<file path="src/rtl/rs232_pkg.sv">
// ---------------------------------------------------------------------------
// rs232_pkg
// Shared definitions for the rs232_phy 8N1 serial transceiver:
//   - bit_cycles(): clock cycles per bit period (integer division)
//   - rx_state_e / tx_state_e: receiver and transmitter FSM states
//   - DATA_BITS: data bits per frame
// ---------------------------------------------------------------------------
package rs232_pkg;

    localparam int DATA_BITS = 8;

    typedef enum logic [1:0] {
        RX_IDLE  = 2'd0,
        RX_START = 2'd1,
        RX_DATA  = 2'd2,
        RX_STOP  = 2'd3
    } rx_state_e;

    typedef enum logic [1:0] {
        TX_IDLE  = 2'd0,
        TX_START = 2'd1,
        TX_DATA  = 2'd2,
        TX_STOP  = 2'd3
    } tx_state_e;

    function automatic int bit_cycles(input int frequency, input int bps);
        return frequency / bps;
    endfunction

endpackage

</file>
<file path="src/rtl/rs232_bit_timer.sv">
// ---------------------------------------------------------------------------
// rs232_bit_timer
// Loadable down-counter that marks the end of an interval. Loading value L
// on an edge makes o_expire high during the L-th cycle after that edge, so
// the owner acting on o_expire sees intervals of exactly L cycles. A reload
// on the expiry cycle chains intervals without a gap. The counter rests at
// zero when not reloaded, and o_expire stays low there.
// Ports:
//   clock     in   1      system clock
//   reset_n   in   1      asynchronous active-low reset
//   i_load    in   1      load i_value into the counter
//   i_value   in   CNT_W  interval length in cycles (>= 1)
//   o_expire  out  1      last cycle of the current interval
// ---------------------------------------------------------------------------
module rs232_bit_timer #(
    parameter int CNT_W = 4
) (
    input  logic             clock,
    input  logic             reset_n,
    input  logic             i_load,
    input  logic [CNT_W-1:0] i_value,
    output logic             o_expire
);

    logic [CNT_W-1:0] r_count;

    always_ff @(posedge clock or negedge reset_n) begin
        if (!reset_n) begin
            r_count <= '0;
        end else if (i_load) begin
            r_count <= i_value;
        end else if (r_count != '0) begin
            r_count <= r_count - CNT_W'(1);
        end
    end

    assign o_expire = (r_count == CNT_W'(1));

endmodule

</file>
<file path="src/rtl/rs232_phy.sv">
// ---------------------------------------------------------------------------
// rs232_phy
// Byte-level 8N1 asynchronous serial transceiver (LSB first, no parity,
// one stop bit, idle-high line). Receiver and transmitter are independent
// and share only the clock and reset.
// Optional feature macro: RS232_FRAMING_ERR_EN adds the framing_error port.
// Ports:
//   clock          in   1  system clock, rising edge
//   reset_n        in   1  asynchronous active-low reset
//   serial_in      in   1  RX line, asynchronous to clock
//   serial_out     out  1  TX line
//   d              in   8  byte to transmit, latched on acceptance
//   we             in   1  transmit request (accepted when not busy)
//   busy           out  1  transmitter occupied
//   valid          out  1  one-cycle pulse: new byte on q
//   q              out  8  last received byte
//   framing_error  out  1  (RS232_FRAMING_ERR_EN only) pulse on bad stop bit
// ---------------------------------------------------------------------------
module rs232_phy
    import rs232_pkg::*;
#(
    parameter int frequency = 50_000_000,
    parameter int bps       = 115_200
) (
    input  logic       clock,
    input  logic       reset_n,
    input  logic       serial_in,
    output logic       serial_out,
    input  logic [7:0] d,
    input  logic       we,
    output logic       busy,
    output logic       valid,
    output logic [7:0] q
`ifdef RS232_FRAMING_ERR_EN
    ,
    output logic       framing_error
`endif
);

    localparam int               BIT      = bit_cycles(frequency, bps);
    localparam int               CNT_W    = $clog2(BIT) + 1;
    localparam logic [CNT_W-1:0] LP_BIT   = CNT_W'(BIT);
    localparam logic [CNT_W-1:0] LP_HALF  = CNT_W'(BIT / 2);
    localparam logic [2:0]       LAST_BIT = 3'(DATA_BITS - 1);

    // =======================================================================
    // Transmitter
    // =======================================================================
    tx_state_e  r_tx_state;
    tx_state_e  w_tx_next;
    logic       w_tx_load;
    logic       w_tx_accept;
    logic       w_tx_expire;
    logic [2:0] r_tx_bitcnt;
    logic [7:0] r_tx_shift;
    logic       r_tx_out;
    logic       r_busy;

    rs232_bit_timer #(
        .CNT_W (CNT_W)
    ) u_tx_timer (
        .clock    (clock),
        .reset_n  (reset_n),
        .i_load   (w_tx_load),
        .i_value  (LP_BIT),
        .o_expire (w_tx_expire)
    );

    always_ff @(posedge clock or negedge reset_n) begin
        if (!reset_n) begin
            r_tx_state <= TX_IDLE;
        end else begin
            r_tx_state <= w_tx_next;
        end
    end

    always_comb begin
        w_tx_next   = r_tx_state;
        w_tx_load   = 1'b0;
        w_tx_accept = 1'b0;
        case (r_tx_state)
            TX_IDLE: begin
                if (we) begin
                    w_tx_accept = 1'b1;
                end
            end
            TX_START: begin
                if (w_tx_expire) begin
                    w_tx_next = TX_DATA;
                    w_tx_load = 1'b1;
                end
            end
            TX_DATA: begin
                if (w_tx_expire) begin
                    w_tx_load = 1'b1;
                    if (r_tx_bitcnt == LAST_BIT) begin
                        w_tx_next = TX_STOP;
                    end
                end
            end
            TX_STOP: begin
                // A request on the final stop cycle chains the next frame
                // straight after this one, with no idle gap.
                if (w_tx_expire) begin
                    if (we) begin
                        w_tx_accept = 1'b1;
                    end else begin
                        w_tx_next = TX_IDLE;
                    end
                end
            end
            default: begin
                w_tx_next = TX_IDLE;
            end
        endcase
        if (w_tx_accept) begin
            w_tx_next = TX_START;
            w_tx_load = 1'b1;
        end
    end

    always_ff @(posedge clock or negedge reset_n) begin
        if (!reset_n) begin
            r_tx_out    <= 1'b1;
            r_busy      <= 1'b0;
            r_tx_bitcnt <= 3'd0;
        end else if (w_tx_accept) begin
            r_tx_out    <= 1'b0;
            r_busy      <= 1'b1;
            r_tx_bitcnt <= 3'd0;
        end else if (w_tx_expire) begin
            case (r_tx_state)
                TX_START: r_tx_out <= r_tx_shift[0];
                TX_DATA: begin
                    // Ones shifted in at the top make bit 1 the stop level
                    // once the last data bit has been sent.
                    r_tx_out    <= r_tx_shift[1];
                    r_tx_bitcnt <= r_tx_bitcnt + 3'd1;
                end
                TX_STOP: r_busy <= 1'b0;
                default: ;
            endcase
        end
    end

    always_ff @(posedge clock) begin
        if (w_tx_accept) begin
            r_tx_shift <= d;
        end else if ((r_tx_state == TX_DATA) && w_tx_expire) begin
            r_tx_shift <= {1'b1, r_tx_shift[7:1]};
        end
    end

    assign serial_out = r_tx_out;
    assign busy       = r_busy;

    // =======================================================================
    // Receiver
    // =======================================================================
    logic             r_sync1;
    logic             r_sync2;
    logic             r_rx_prev;
    rx_state_e        r_rx_state;
    rx_state_e        w_rx_next;
    logic             w_rx_load;
    logic [CNT_W-1:0] w_rx_load_val;
    logic             w_rx_expire;
    logic [2:0]       r_rx_bitcnt;
    logic [7:0]       r_rx_shift;
    logic             r_rx_brk;
    logic             r_valid;
    logic [7:0]       r_q;
    logic             w_rx_fall;
    logic             w_stop_sample;
    logic             w_stop_ok;
    logic             w_stop_bad;

    // Two-flop synchronizer plus one history flop for edge detection; all
    // reset to the idle-high level so reset release cannot fake a start bit.
    always_ff @(posedge clock or negedge reset_n) begin
        if (!reset_n) begin
            r_sync1   <= 1'b1;
            r_sync2   <= 1'b1;
            r_rx_prev <= 1'b1;
        end else begin
            r_sync1   <= serial_in;
            r_sync2   <= r_sync1;
            r_rx_prev <= r_sync2;
        end
    end

    assign w_rx_fall     = r_rx_prev & ~r_sync2;
    assign w_stop_sample = (r_rx_state == RX_STOP) && !r_rx_brk && w_rx_expire;
    assign w_stop_ok     = w_stop_sample && r_sync2;
    assign w_stop_bad    = w_stop_sample && !r_sync2;

    rs232_bit_timer #(
        .CNT_W (CNT_W)
    ) u_rx_timer (
        .clock    (clock),
        .reset_n  (reset_n),
        .i_load   (w_rx_load),
        .i_value  (w_rx_load_val),
        .o_expire (w_rx_expire)
    );

    always_ff @(posedge clock or negedge reset_n) begin
        if (!reset_n) begin
            r_rx_state <= RX_IDLE;
        end else begin
            r_rx_state <= w_rx_next;
        end
    end

    always_comb begin
        w_rx_next     = r_rx_state;
        w_rx_load     = 1'b0;
        w_rx_load_val = LP_BIT;
        case (r_rx_state)
            RX_IDLE: begin
                // Half a bit first, so all later samples land mid-bit.
                if (w_rx_fall) begin
                    w_rx_next     = RX_START;
                    w_rx_load     = 1'b1;
                    w_rx_load_val = LP_HALF;
                end
            end
            RX_START: begin
                if (w_rx_expire) begin
                    if (r_sync2) begin
                        w_rx_next = RX_IDLE;
                    end else begin
                        w_rx_next = RX_DATA;
                        w_rx_load = 1'b1;
                    end
                end
            end
            RX_DATA: begin
                if (w_rx_expire) begin
                    w_rx_load = 1'b1;
                    if (r_rx_bitcnt == LAST_BIT) begin
                        w_rx_next = RX_STOP;
                    end
                end
            end
            RX_STOP: begin
                // After a low stop bit, hold here until the line is high
                // again so a break cannot be mistaken for new start bits.
                if (w_stop_ok || (r_rx_brk && r_sync2)) begin
                    w_rx_next = RX_IDLE;
                end
            end
            default: begin
                w_rx_next = RX_IDLE;
            end
        endcase
    end

    always_ff @(posedge clock or negedge reset_n) begin
        if (!reset_n) begin
            r_rx_bitcnt <= 3'd0;
            r_rx_brk    <= 1'b0;
            r_valid     <= 1'b0;
            r_q         <= 8'h00;
        end else begin
            r_valid <= w_stop_ok;
            if (w_stop_ok) begin
                r_q <= r_rx_shift;
            end
            if (w_stop_bad) begin
                r_rx_brk <= 1'b1;
            end else if (r_rx_state == RX_IDLE) begin
                r_rx_brk <= 1'b0;
            end
            if (r_rx_state == RX_IDLE) begin
                r_rx_bitcnt <= 3'd0;
            end else if ((r_rx_state == RX_DATA) && w_rx_expire) begin
                r_rx_bitcnt <= r_rx_bitcnt + 3'd1;
            end
        end
    end

    // LSB arrives first and ends up in bit 0 after eight right shifts.
    always_ff @(posedge clock) begin
        if ((r_rx_state == RX_DATA) && w_rx_expire) begin
            r_rx_shift <= {r_sync2, r_rx_shift[7:1]};
        end
    end

    assign valid = r_valid;
    assign q     = r_q;

`ifdef RS232_FRAMING_ERR_EN
    logic r_ferr;

    always_ff @(posedge clock or negedge reset_n) begin
        if (!reset_n) begin
            r_ferr <= 1'b0;
        end else begin
            r_ferr <= w_stop_bad;
        end
    end

    assign framing_error = r_ferr;
`endif

endmodule

</file>
<file path="config.mk">
export PLATFORM = sky130hd
export DESIGN_NAME = rs232_phy
export DESIGN_NICKNAME = d
export VERILOG_FILES = /design/src/rtl/rs232_pkg.sv /design/src/rtl/rs232_bit_timer.sv /design/src/rtl/rs232_phy.sv
export SDC_FILE = /design/constraint.sdc
export NUM_CORES = 1
export LEC_CHECK = 0
export BUFFER_PORTS_ARGS = -buffer_cell sky130_fd_sc_hd__buf_2
export CORE_MARGIN = 4
export CORE_UTILIZATION = 54
export DETAILED_ROUTE_END_ITERATION = 10
export MAX_ROUTING_LAYER = met4
export PLACE_DENSITY = 0.82
export SYNTH_ARGS = -nofsm -noshare
export SYNTH_HDL_FRONTEND = slang
export SYNTH_SLANG_ARGS = --single-unit
export TNS_END_PERCENT = 10
</file>
<file path="constraint.sdc">
create_clock -name clock -period 2 [get_ports clock]
set_input_delay 0.2 -clock clock [delete_from_list [all_inputs] [get_ports clock]]
set_output_delay 0.2 -clock clock [all_outputs]
set_load 0.02 [all_outputs]
</file>
==> Flow_metrics.wiki, run 1 <==
{| class="wikitable"
! Metric !! Value
|-
| Leading area contributor after synthesis || dfrtp_1
|-
| Launching element type of the critical path || register
|-
| Total power density per cell area || a little over 900 nW/um2
|-
| Count of synthesis-stage warnings from yosys || 0
|-
| Area of the placeable core || between 5000 and 6000 um2
|-
| Number of iterations in the first detailed-routing pass || 4
|-
| Wire length after detailed routing || around 6 mm
|-
| Number of failing setup endpoints in the final timing report || 0
|-
| Latest clock arrival within the worst-skew pair || about 0.34 ns
|-
| Critical Path AT || around 2 ns
|-
| Root Buffer Master || clkbuf_8
|-
| Final routed DRC violation total || 0
|-
| Wirelength per Cell || 15.4 um
|-
| Reported max-cap violation count || 0
|-
| CTS tree || built
|-
| Path type of the worst setup path || reg2reg
|-
| Post-synthesis async set-or-reset flop share || 0.738
|-
| Maximum fanout along the worst path || 11
|-
| CP required || 2.09 ns
|-
| Count of unique library cells instantiated by Yosys || between 40 and 50
|-
| Result of the run || complete, no violations
|-
| DRC violation total after the first TritonRoute iteration || around 110
|-
| Clock Tree Buf Depth || 2
|-
| Count of input and output buffers || 22
|-
| Worst Clk Skew || between 0.009 and 0.01 ns
|-
| Switching power summed over all nets || 0.000935 W
|-
| Total Die Area || between 6000 and 7000 um2
|-
| Ratio of routed vias to standard cells || roughly 5.5
|-
| Via count of the routed design || 2156
|-
| I/O pin cnt || 23
|-
| Worst slack on hold paths || between 0.1 and 0.15 ns
|-
| Critical Path Sink Type || register
|-
| Post-detail-place hpwl || around 4.1 mm
|-
| Lkg Pwr || 1.68 nW
|-
| Fraction of layout cells with a size suffix above 1 || 0.282
|-
| Post-Place Cell Area || between 3000 and 4000 um2
|-
| Area share of the leading cell type in the synthesized netlist || 0.337
|-
| Worst-case vdd ir drop || 0.000604 V
|-
| Highest-delay cell along the critical path || dfrtp_1
|-
| # rows || 27
|-
| CTS H-tree lvls || 3
|-
| Synthesized netlist net count || roughly 300
|-
| Height of the die || ~83 um
|-
| Largest cells by area after synthesis || dfrtp_1 (34%), edfxtp_1 (16%), ha_1 (7.0%), mux2_4 (3.9%), xnor2_1 (3.7%)
|-
| Fill count || 406
|-
| Main synth FF type || dfrtp_1
|-
| Count of inserted antenna diode cells || 0
|-
| Delay of the slowest critical-path stage || approximately 0.40 ns
|-
| Antenna viol nets, final || 0
|-
| Final Critical Period || around 2 ns
|-
| Sequential power share || 0.460
|-
| Cells after synthesis || 264
|-
| Relative slew slack || 0.730
|-
| Wire length of the first global-routing pass || approximately 10 mm
|-
| Layout overhead on the synthesized area || 20.3%
|-
| Mean instance size in the synthesized netlist || between 10 and 15 um2
|-
| Clock input transition at the sequential cells of the worst setup and hold paths || about 0.070 ns
|-
| GRT Total Usage || 0.187
|-
| Effective utilization at floorplan || 0.556
|-
| Hold WC Path Type || in2reg
|-
| Combined area of all synthesized cells || 3040 um2
|-
| Summed area of non-filler cells in the final layout || 3660 um2
|-
| Register-to-Register Setup Slack || 0.06 ns
|-
| Antenna violations before repair || 0
|-
| Switching share of total power || 0.281
|-
| Width of the die || between 80 and 90 um
|-
| Actual transition at the worst max-transition pin || between 0.4 and 0.5 ns
|-
| F_max || 0.515 GHz
|-
| Portion of total power attributed to the clock network || 0.368
|-
| Post-layout total power || 0.00333 W
|-
| Number of clock buffers inserted by TritonCTS || 9
|-
| Internal portion of total power || ~0.0024 W
|-
| Yosys reg bits || 61
|-
| Pin count of the biggest net entering global routing || 19
|-
| Hold violation count in the final report || 0
|-
| Number of enable-type register cells in the synthesized netlist || 16
|-
| Vias in the first global route || ~2200
|-
| Final weighted congestion in routability-driven placement || 0.875
|-
| Share of the clock period used by the worst path after layout || 0.972
|-
| Final-report max-slew violation count || 0
|-
| Total number of clock tree sinks || between 60 and 70
|-
| RSZ-0062 raised after global routing || yes
|-
| Gate power share || 0.173
|-
| Final net count || 343
|-
| Seq/Total Area, Yosys || 0.529
|-
| Global route total overflow || 0
|-
| Series of cell instances along the critical path || inv_2 -> ha_4 -> nand3b_1 -> o21ai_2 -> buf_6 -> mux2_2
|}
==> power by group through the flow <==
stage                     Combinational [W]  Sequential [W]  Clock [W]
after CTS                          0.000547         0.00152    0.00124
after global placement             0.000506         0.00153          0
after detailed placement           0.000533         0.00154          0
after floorplan                    0.000341         0.00153          0
final                              0.000575         0.00153    0.00122
after global routing               0.000642         0.00154    0.00131
==> stage by stage <==
step / setup WS, ns / util / instances / TNS (ns)
2_1_floorplan: -0.00381 / - / 264 / -0.0190
3_3_place_gp: 0.0824 / 0.611 / 369 / 0
3_5_place_dp: 0.00387 / 0.611 / 369 / 0
4_1_cts: 0.0302 / 0.661 / 389 / 0
5_1_grt: -0.0261 / 0.669 / 391 / -0.0261
6_report: 0.0566 / 0.669 / 391 / 0
==> logic make-up (layout without fill, tap and decap cells) <==
family                   after synthesis  count (layout)  synth area share
flip-flops                            61              61             0.529
multiplexers                          19              19            0.0789
adder cells (fa/ha/maj)               17              17            0.0699
XOR/XNOR                              14              14            0.0403
AND/OR/NAND/NOR                       97              97             0.169
buffers and inverters                 15              70            0.0238
AO/OA/AOI/OAI                         41              41            0.0884
==> synth_stat cells (2+ instances only) <==
| cell type | number |
|---|---|
| inv_1 | 8 |
| nand3b_1 | 2 |
| or3_1 | 2 |
| mux2_4 | 8 |
| dfrtp_1 | 41 |
| a22o_1 | 5 |
| xnor2_1 | 13 |
| ha_1 | 17 |
| or4_1 | 3 |
| nor3_1 | 6 |
| a21o_1 | 2 |
| mux2_2 | 8 |
| a21oi_1 | 5 |
| nor2b_1 | 5 |
| o21ai_0 | 15 |
| clkbuf_1 | 4 |
| o31ai_1 | 2 |
| and4_1 | 2 |
| nand2b_1 | 6 |
| and2_1 | 4 |
| o21a_1 | 2 |
| nand3_1 | 3 |
| mux2i_1 | 3 |
| nor2_1 | 27 |
| and3_1 | 2 |
| buf_6 | 2 |
| nand4_1 | 3 |
| dfstp_2 | 4 |
| nor3b_1 | 3 |
| nor4_1 | 4 |
| a22oi_1 | 3 |
| nand2_1 | 21 |
| edfxtp_1 | 16 |
==> path summary, 6_finish.rpt <==
path / from / end / cells past startpoint
setup / recovery: r_tx_state[1]$_DFFE_PN0P_ / r_tx_shift[0]$_DFFE_PP_ / 6
hold / removal: d[7] / r_tx_shift[7]$_SDFFCE_PN1P_ / 2
setup reg to reg: r_tx_state[1]$_DFFE_PN0P_ / r_tx_shift[0]$_DFFE_PP_ / 6
hold reg to reg: r_sync1$_DFF_PN1_ / r_sync2$_DFF_PN1_ / 0
max in group asynchronous: reset_n / r_rx_prev$_DFF_PN1_ / 3
min in group asynchronous: reset_n / q[5]$_DFFE_PN0P_ / 2
==> sequential cells by signal, summed over array words and instances, names as in the netlist, 2 cells and up, named ones only <==
name                flops
q                       8
r_rx_bitcnt             3
r_rx_shift              8
r_tx_bitcnt             3
r_tx_shift              8
r_tx_state              2
u_rx_timer.r_count     10
u_tx_timer.r_count     10
==> area by class of cell <==
type                       count  area (um2)  share of cell area
clock buffer                   9         124              0.0338
clock inverter                 7        97.6              0.0266
inverter                       8        30.0             0.00820
multi-input combinational    188        1410               0.384
sequential                    61        1610               0.440
tap                           72        90.1              0.0246
timing repair buffer          46         303              0.0827
==> placed cells by master, fill, tap and decap left out, types with 5 or more instances in the layout <==
master     n
edfxtp_1  16
mux2_4     9
nor2b_1    5
o21ai_0   15
nand2_1   21
inv_1      5
nor3_1     5
clkbuf_8   9
a21oi_1    5
buf_4     20
dfrtp_1   41
a22o_1     5
ha_1      15
mux2_2     7
nand2b_1   6
nor2_1    26
buf_2     22
xnor2_1   13
==> what timing repair did <==
item                                    CTS  global route
gates cloned                              0             0
buffers inserted                          2             2
endpoints found under the setup margin   11            27
hold endpoints to repair                 15             0
hold buffers                              2             0
gates resized for setup                   3             8
pin swaps                                 1             2
==> worst max-delay path: cells and delay by family (launching register included) <==
| family | cells | cell delay [ns] |
|---|---|---|
| compound gates | 1 | 0.23 |
| fa+ha+maj | 1 | 0.21 |
| buf+inv | 2 | 0.28 |
| flops | 1 | 0.40 |
| mux | 1 | 0.35 |
| simple gates | 1 | 0.22 |
==> routing by layer <==
layer	track usage	wire length, um
met1	0.233	2660
met3	0.0536	218
met2	0.290	3050
met5	-	0
met4	0.0698	101
Power figures use the tool's default switching activity.
==> inputs of run 2 (changes only) <==
--- a/config.mk
+++ b/config.mk
@@ -10,8 +10,9 @@
 export CORE_UTILIZATION = 54
 export DETAILED_ROUTE_END_ITERATION = 10
 export MAX_ROUTING_LAYER = met4
-export PLACE_DENSITY = 0.82
+export PLACE_DENSITY = 0.76
 export SYNTH_ARGS = -nofsm -noshare
 export SYNTH_HDL_FRONTEND = slang
+export SYNTH_HIERARCHICAL = 1
 export SYNTH_SLANG_ARGS = --single-unit
 export TNS_END_PERCENT = 10
==> run 2 against run 1 <==
Compared with the run above: the flow now finishes with violations (negative setup slack); sequential power up 24%; cell count is 8.4% higher; via count increased by 3.8%; maximum frequency is 13% lower; first-iteration DRC count increased by 9.2%.
==> Flow_metrics.wiki, run 2 <==
{| class="wikitable"
! Metric !! Value
|-
| Result of the run || finished with violations
|-
| Violations in the final reports || negative setup slack
|-
| Seq/Total Area, Yosys || 0.523
|-
| Final weighted congestion in routability-driven placement || between 0.8 and 0.9
|-
| Number of cells on the worst hold path || 2
|-
| Count of inserted antenna diode cells || 0
|-
| Kind of cell adding the most delay to the critical path || simple AND/OR/NAND/NOR gates
|-
| Switching power summed over all nets || between 0.0015 and 0.002 W
|-
| Fraction of the mapped netlist area in compound gates || 0.119
|-
| Final WS setup || -0.237 ns
|-
| Switching share of total power || 0.347
|-
| Via count of the routed design || about 2200
|-
| Number of enable-type register cells in the synthesized netlist || 16
|-
| Portion of total power attributed to the clock network || 0.225
|-
| Met2 track utilization from global routing || 0.325
|-
| Number of iterations in the first detailed-routing pass || 4
|-
| Internal portion of total power || approximately 0.0032 W
|-
| Instance count on the critical path || 7
|-
| Series of cell instances along the critical path || nor4_4 -> nand2_2 -> nor4b_4 -> nand2_2 -> or3_4 -> buf_6 -> mux2_4
|-
| Simple-gate portion of the synthesized area || 0.145
|-
| CTS H-tree lvls || 3
|-
| Latest clock arrival within the worst-skew pair || between 0.3 and 0.4 ns
|-
| Number of buffer and inverter instances along the worst setup path || 1
|-
| Combinational family with the most area after synthesis || simple AND/OR/NAND/NOR gates
|-
| Xor and xnor area share after synthesis || 0.0256
|-
| Wire length after detailed routing || 6.48 mm
|-
| Worst Clk Skew || 0.00772 ns
|-
| Pin count of the biggest net entering global routing || 46
|-
| Critical Path AT || between 2 and 2.5 ns
|-
| Count of input and output buffers || 22
|-
| Adder-cell share of the synthesized area || 0.0487
|-
| Fraction of layout cells with a size suffix above 1 || 0.403
|-
| Most used routing layer || met2
|-
| Number of clock buffers inserted by TritonCTS || 9
|-
| Layout overhead on the synthesized area || 30.3%
|-
| Registers with the most flip-flops || u_rx_timer/r_count x10, u_tx_timer/r_count x10
|-
| Wire length of the first global-routing pass || between 10 and 15 mm
|-
| Width of the die || approximately 84 um
|-
| Antenna viol nets, final || 0
|-
| Main synth FF type || dfrtp_1
|-
| Gate power share || 0.386
|-
| Total number of clock tree sinks || between 60 and 70
|-
| Yosys reg bits || 61
|-
| Post-synthesis async set-or-reset flop share || 0.738
|-
| Clock Tree Buf Depth || 2
|-
| Mean instance size in the synthesized netlist || 11.6 um2
|-
| CTS tree || built
|-
| Antenna violations before repair || 0
|-
| Number of failing setup endpoints in the final timing report || 37
|-
| Final net count || between 300 and 400
|-
| Hold violation count in the final report || 0
|-
| Maximum fanout along the worst path || 5
|-
| Post-Place Cell Area || between 3000 and 4000 um2
|-
| Global route total overflow || 0
|-
| Total Die Area || around 7000 um2
|-
| Ratio of routed vias to standard cells || roughly 5.3
|-
| CP required || around 2.2 ns
|-
| Most frequent cells in the layout || dfrtp_1 (41), buf_4 (40), buf_2 (22)
|-
| Summed area of non-filler cells in the final layout || 4020 um2
|-
| GRT Total Usage || 0.198
|-
| Cells after synthesis || around 270
|-
| Final TNS setup || -4.31 ns
|-
| Highest-delay cell along the critical path || dfrtp_1
|-
| Vias in the first global route || about 2300
|-
| Clock input transition at the sequential cells of the worst setup and hold paths || about 0.070 ns
|-
| DRC violation total after the first TritonRoute iteration || approximately 120
|-
| Actual transition at the worst max-transition pin || around 0.56 ns
|-
| Final-report max-slew violation count || 0
|-
| Count of synthesis-stage warnings from yosys || 6
|-
| Path type of the worst setup path || reg2reg
|-
| Launching element type of the critical path || register
|-
| Reported max-cap violation count || 0
|-
| GR Layer Usage met3 || 0.0563
|-
| Global routing met1 resource utilization || 0.240
|-
| Wirelength per Cell || 15.3 um
|-
| Critical Path Sink Type || register
|-
| Largest cells by area after synthesis || dfrtp_1 (33%), edfxtp_1 (16%), ha_1 (4.9%), mux2_4 (4.4%), mux2_2 (4.0%)
|-
| F_max || approximately 0.45 GHz
|-
| Worst-case vdd ir drop || ~0.0009 V
|-
| Effective utilization at floorplan || 0.560
|-
| Sequential power share || 0.389
|-
| Multiplexer fraction of the synthesized cell area || 0.0970
|-
| Area of the placeable core || between 5000 and 6000 um2
|-
| Lkg Pwr || roughly 1.8 nW
|-
| Most numerous cell on the critical path || nand2_2
|-
| I/O pin cnt || 23
|-
| # rows || 27
|-
| Count of unique library cells instantiated by Yosys || 56
|-
| Final Critical Period || 2.24 ns
|-
| Leading area contributor after synthesis || dfrtp_1
|-
| Share of the clock period used by the worst path after layout || 1.12
|-
| Area share of the leading cell type in the synthesized netlist || 0.333
|-
| Hold WC Path Type || in2reg
|-
| Combined area of all synthesized cells || just over 3000 um2
|-
| Worst setup slack before clock tree synthesis || -0.404 ns
|-
| Post-layout total power || approximately 0.005 W
|-
| Top cell types by occurrence after synthesis || dfrtp_1 (41), nand2_1 (23), edfxtp_1 (16)
|-
| Final routed DRC violation total || 0
|-
| Leading cell type in the layout, fill and taps excluded || dfrtp_1
|-
| Delay of the slowest critical-path stage || approximately 0.41 ns
|-
| Total power density per cell area || 1220 nW/um2
|-
| Post-detail-place hpwl || between 4 and 5 mm
|-
| RSZ-0062 raised after global routing || yes
|-
| Relative slew slack || 0.628
|-
| Root Buffer Master || clkbuf_8
|-
| Fin util || 0.729
|-
| Most instantiated library cell after synthesis || dfrtp_1
|-
| Reg2Reg Depth || 7
|-
| Height of the die || roughly 84 um
|}
-- run 2: repair_timing --
| item | 4_1_cts | 5_1_grt |
|---|---|---|
| buffers inserted | 8 | 5 |
| resized for setup | 13 | 21 |
| pin swaps | 6 | 4 |
| gates cloned | 1 | 0 |
| hold endpoints to repair | 42 | 0 |
| endpoints found under the setup margin | 38 | 50 |
| hold buffers | 2 | 0 |
-- run 2: kinds of logic (layout without fill, tap and decap cells) --
kind of cell / count (synthesis) / after routing
other: 2 / 14
adders and majority gates: 12 / 12
buffers and inverters: 25 / 100
and+or+nand+nor: 78 / 78
AOI/OAI and AO/OA: 54 / 54
xor gates and xnor gates: 9 / 9
DFF: 61 / 61
muxes: 24 / 24
-- run 2: per-stage QoR --
step / std cells / hold slack (ns)
finish: 424 / 0.116
global route: 424 / 0.107
CTS: 419 / 0.102
detailed placement: 392 / 0.307
global placement: 392 / 0.306
floorplan: 277 / -0.0956
-- run 2: cell type report --
class | instances | area, um2
clock inverter | 7 | 73.8
multi-input combinational | 191 | 1530
clock buffer | 9 | 124
fill | 384 | 1490
sequential | 61 | 1610
tap | 72 | 90.1
timing repair buffer | 72 | 538
inverter | 12 | 45.0
-- run 2: power by group through the flow --
stage	Sequential, W	Combinational [W]	Clock [W]
6_report	0.00190	0.00189	0.00110
5_1_grt	0.00194	0.00209	0.00121
4_1_cts	0.00189	0.00179	0.00113
3_5_place_dp	0.00191	0.00171	0
3_3_place_gp	0.00189	0.00163	0
2_1_floorplan	0.00195	0.00106	0
-- run 2: metal layers --
metal	vias up	part of all wire
met5	-	0
met4	0	0.013
met3	12	0.028
met2	29	0.53
met1	1088	0.43
li1	1108	-
-- run 2: final timing paths --
path / end / slack (ns) / from
max in group asynchronous: r_sync2$_DFF_PN1_ / 1.14 / reset_n
min reg2reg: r_sync2$_DFF_PN1_ / 0.36 / r_sync1$_DFF_PN1_
min in group asynchronous: r_tx_bitcnt[2]$_DFFE_PN0P_ / 0.47 / reset_n
max: q[0]$_DFFE_PN0P_ / -0.24 / u_rx_timer/r_count[4]$_DFFE_PN0P_
min: r_tx_shift[7]$_SDFFCE_PN1P_ / 0.12 / d[7]
max reg2reg: q[0]$_DFFE_PN0P_ / -0.24 / u_rx_timer/r_count[4]$_DFFE_PN0P_
